`src/rtl/vpu_dst_port.sv`:
```
// Destination port of the vector unit: packs EXEC_CNT lane result beats into one
// SRAM word and issues a single write per instruction, then pulses done_o.
module vpu_dst_port #(
  parameter int EXEC_UNIT_DATA_WIDTH = 256,
  parameter int EXEC_CNT             = 2,
  parameter int SRAM_DATA_WIDTH      = 512,
  parameter int SRAM_ADDR_WIDTH      = 10
) (
  input  logic                            clk,
  input  logic                            rst_n,
  input  logic                            start_i,
  input  logic                            wvalid_i,
  input  logic [SRAM_ADDR_WIDTH-1:0]      waddr_i,
  input  logic                            result_valid_i,
  input  logic [EXEC_UNIT_DATA_WIDTH-1:0] result_data_i,
  output logic                            result_ready_o,
  output logic                            wr_req_o,
  output logic [SRAM_ADDR_WIDTH-1:0]      wr_addr_o,
  output logic [SRAM_DATA_WIDTH-1:0]      wr_data_o,
  input  logic                            wr_gnt_i,
  output logic                            done_o
);

  localparam int CNT_W = (EXEC_CNT > 1) ? $clog2(EXEC_CNT) : 1;
  localparam logic [CNT_W-1:0] LAST_BEAT = CNT_W'(EXEC_CNT - 1);

  typedef enum logic [1:0] {
    IDLE    = 2'd0,
    COLLECT = 2'd1,
    WRITE   = 2'd2,
    DONE    = 2'd3
  } state_t;

  state_t                      state_r;
  state_t                      state_nxt_s;
  logic [CNT_W-1:0]            beat_r;
  logic [SRAM_ADDR_WIDTH-1:0]  addr_r;
  logic [SRAM_DATA_WIDTH-1:0]  pack_r;
  logic                        ready_r;
  logic                        req_r;
  logic                        done_r;
  logic                        beat_acc_s;
  logic                        launch_s;

  assign beat_acc_s = (state_r == COLLECT) && result_valid_i;
  assign launch_s   = (state_r == IDLE) && start_i;

  // Next-state decode; start_i and wr_gnt_i only matter in IDLE and WRITE respectively.
  always_comb begin
    state_nxt_s = state_r;
    case (state_r)
      IDLE: begin
        if (start_i) begin
          state_nxt_s = wvalid_i ? COLLECT : DONE;
        end else begin
          state_nxt_s = IDLE;
        end
      end
      COLLECT: begin
        if (beat_acc_s && (beat_r == LAST_BEAT)) begin
          state_nxt_s = WRITE;
        end else begin
          state_nxt_s = COLLECT;
        end
      end
      WRITE: begin
        if (wr_gnt_i) begin
          state_nxt_s = DONE;
        end else begin
          state_nxt_s = WRITE;
        end
      end
      DONE:    state_nxt_s = IDLE;
      default: state_nxt_s = IDLE;
    endcase
  end

  // State, datapath and registered handshake outputs (decoded from the next state).
  always_ff @(posedge clk) begin
    if (!rst_n) begin
      state_r <= IDLE;
      beat_r  <= {CNT_W{1'b0}};
      addr_r  <= {SRAM_ADDR_WIDTH{1'b0}};
      pack_r  <= {SRAM_DATA_WIDTH{1'b0}};
      ready_r <= 1'b0;
      req_r   <= 1'b0;
      done_r  <= 1'b0;
    end else begin
      state_r <= state_nxt_s;
      ready_r <= (state_nxt_s == COLLECT);
      req_r   <= (state_nxt_s == WRITE);
      done_r  <= (state_nxt_s == DONE);
      if (launch_s) begin
        addr_r <= waddr_i;
        beat_r <= {CNT_W{1'b0}};
      end else if (beat_acc_s) begin
        pack_r[int'(beat_r)*EXEC_UNIT_DATA_WIDTH +: EXEC_UNIT_DATA_WIDTH] <= result_data_i;
        beat_r <= (beat_r == LAST_BEAT) ? {CNT_W{1'b0}} : beat_r + {{(CNT_W-1){1'b0}}, 1'b1};
      end else begin
        beat_r <= beat_r;
      end
    end
  end

  assign result_ready_o = ready_r;
  assign wr_req_o       = req_r;
  assign wr_addr_o      = addr_r;
  assign wr_data_o      = pack_r;
  assign done_o         = done_r;

endmodule

```
`config.mk`:
```
export PLATFORM = sky130hd
export DESIGN_NAME = vpu_dst_port
export DESIGN_NICKNAME = d
export VERILOG_FILES = /design/src/rtl/vpu_dst_port.sv
export SDC_FILE = /design/constraint.sdc
export NUM_CORES = 1
export LEC_CHECK = 0
export BUFFER_PORTS_ARGS = -buffer_cell sky130_fd_sc_hd__buf_2
export CAP_MARGIN = 25
export CORE_AREA = 2 2 306 308
export DETAILED_ROUTE_END_ITERATION = 6
export DIE_AREA = 0 0 308 310
export GPL_ROUTABILITY_DRIVEN = 0
export PLACE_DENSITY_LB_ADDON = 0.15
export SYNTH_ARGS = -nofsm -noshare
export SYNTH_HDL_FRONTEND = slang
export SYNTH_SLANG_ARGS = --single-unit
```
`constraint.sdc`:
```
create_clock -name clk -period 2.8 [get_ports clk]
set_input_delay 0.14 -clock clk [delete_from_list [all_inputs] [get_ports clk]]
set_output_delay 0.14 -clock clk [all_outputs]
set_load 0.005 [all_outputs]
```
==> flow_summary_export.csv <==
group,metric,value,unit
status,outcome,"finished with violations",
status,violations,"hold timing",
route,viasPerCell,4.21,
global_routing,grt_pass1_vias,17539,
clock_network,root_buffer,"clkbuf_16",
critical_path,cp.arrival,2.36,ns
pwr,p_leak,12.5,nW
route,finalWirelength,71500,um
route,drtPass1Iterations,7,
critical_path,crit_path_start_kind,"register",
layout,fin_cells,4281,
route,wl_per_cell,16.7,um
sta,timing.fmax,531,MHz
clock_network,cts.sink_count,528,
critical_path,crit_path_max_fanout,35,
route,ant_nets,0,
logic_synthesis,synth_warnings,0,
layout,multiInputGateArea,6400,um2
min_path,worstHoldPathType,"in2reg",
clock_network,cts_hold_buf,268,
place,portBuffers,796,
logic_synthesis,synthDistinctLibCells,25,
floorplan,initial_core_util,19.6,%
global_routing,grt_util_all_layers,14.2,%
logic_synthesis,synth-seq-cells,528,
layout,syn2layout_area_growth,55.2,%
clock_network,h-tree-depth,3,
place,hpwl,52900,um
global_routing,antenna_found_initial,5,
logic_synthesis,syn_inst,2057,
floorplan,die_y,310,um
sta,post-route-period-util,67.3,%
sta,finalSetupTns,0,ns
layout,fillers,9977,
floorplan,fp.coreArea,92500,um2
layout,ff_latch_area,10600,um2
layout,layout_common_cells,"buf_2 (795), dfxtp_1 (528), nand3_1 (513), o21ai_1 (305), dlygate4sd3_1 (268)",
floorplan,rows,112,
critical_path,critical_path_class,"reg2reg",
clock_network,cts_resized,0,
sta,hold_viol,1,
clock_network,post_cts_buffers,0,
layout,final_nets,3305,
sta,rsz0062_at_grt,"no",
sta,slew_violations,0,
sta,tightest_slew,0.646,ns
layout,final_area,28100,um2
sta,min_period,1.88,ns
logic_synthesis,yosysSeqAreaShare,58.4,%
clock_network,path_clk_slew,0.06,ns
critical_path,cp_data_required_time,3.28,ns
pwr,ir_drop,0.366,mV
global_routing,grt_pass1_wl,105000,um
place,dp.cells,3894,
logic_synthesis,avgSynthCellArea,8.80,um2
logic_synthesis,syn_area,18100,um2
critical_path,critPathCaptureType,"register",
sta,maxSlewHeadroom,57.0,%
sta,worst_hold_slack,-0.00871,ns
sta,skew,0.0215,ns
clock_network,ctsLongestPathBuffers,3,
run,cap_violations,0,
logic_synthesis,syn-num-nets,2329,
floorplan,ios,797,
clock_network,cts_inserted_buffers,66,
clock_network,insertion_delay,0.60,ns
route,drtIter0Drc,841,
place,dpl_cell_area,23100,um2
global_routing,grt-ovfl-total,0,
floorplan,dieArea,95500,um2
layout,mostFrequentLayoutCell,"buf_2",
critical_path,r2r_slack,0.92,ns
clock_network,cts_tree,"yes",
global_routing,grt_max_degree,108,
route,dr_total_vias,18036,
layout,layout-drive-gt1-share,30.7,%
pwr,power_density,649,nW/um2
sta,finalSetupViolCount,0,
floorplan,dieWidth,308,um
route,remaining_drc_errors,0,
[cell families after synthesis]
logic type / Yosys count / synth area share, %
AOI/OAI and AO/OA: 521 / 14.4
and+or+nand+nor: 790 / 20.2
DFF: 528 / 58.4
buffers and inverters: 206 / 6.36
muxes: 12 / 0.670
[synth_stat cells]
library cell	instances	area share, %
o21ai_1	305	8.4
nand3b_1	1	0.041
nand2b_1	1	0.035
a21boi_0	1	0.041
buf_1	34	0.70
nor3b_1	1	0.041
a21oi_1	4	0.11
buf_2	39	1.1
nand2_1	258	5.3
a31oi_1	2	0.069
mux2_2	1	0.062
nor2b_1	1	0.035
dfxtp_1	528	58
nand4b_4	1	0.13
nor3_1	2	0.055
clkbuf_2	2	0.055
buf_6	35	2.2
clkbuf_1	76	1.6
nand3_1	513	14
mux2i_1	11	0.61
nand4bb_1	1	0.062
nor2_1	11	0.23
inv_1	3	0.062
o21ai_0	209	5.8
buf_4	17	0.70
[flip-flops by register name, indices dropped and copies added (netlist names)]
register / flops
result_ready_o: 1
state_r: 2
wr_addr_o: 10
beat_r: 1
wr_req_o: 1
done_o: 1
wr_data_o: 512
[final cells by class]
class	count	share of cell area [%]
Multi-Input combinational cell	1323	22.8
Inverter	3	0.0401
Clock inverter	18	1.04
Sequential cell	528	37.6
Antenna cell	1	0.00891
Tap cell	1197	5.33
Timing Repair Buffer	1111	26.1
Clock buffer	100	7.02
[worst paths after layout]
| kind | start | cells after the start | end |
|---|---|---|---|
| worst max-delay path | state_r[0] | 5 | wr_data_o[485] |
| worst min-delay path | result_data_i[164] | 3 | wr_data_o[420] |
| worst max register to register | state_r[0] | 5 | wr_data_o[485] |
| worst min register to register | wr_data_o[396] | 2 | wr_data_o[396] |
[critical path, cell delays in order, from the launching register on]
cell	delay [ns]
dfxtp_1	0.58
nand4b_4	0.40
buf_12	0.31
buf_4	0.24
nand3_1	0.12
o21ai_0	0.08
[per-stage QoR]
| step | total power, mW | worst slack (ns) | utilization (%) |
|---|---|---|---|
| after floorplan | 8.61 | 1.47 | - |
| after global placement | 9.28 | 0.940 | 25.0 |
| after detailed placement | 9.30 | 0.888 | 25.0 |
| after CTS | 18.6 | 0.861 | 30.4 |
| after global routing | 19.1 | 0.724 | 30.4 |
| final | 18.2 | 0.917 | 30.4 |
[power breakdown]
group          switching (mW)  internal [mW]  total (mW)
Clock                    3.39           5.44        8.83
Combinational           0.847          0.721        1.57
Sequential              0.115           7.73        7.85
Total                    4.35           13.9        18.2
[metal layers]
layer	vias to the layer above	GRT usage (%)	share of wire [%]
met5	-	0	0.034
met4	4	6.16	3.8
met3	137	3.71	6.5
met2	542	25.1	50
met1	8212	16.0	40
li1	9141	-	-
Note: power is estimated with default switching activity, not from simulation.
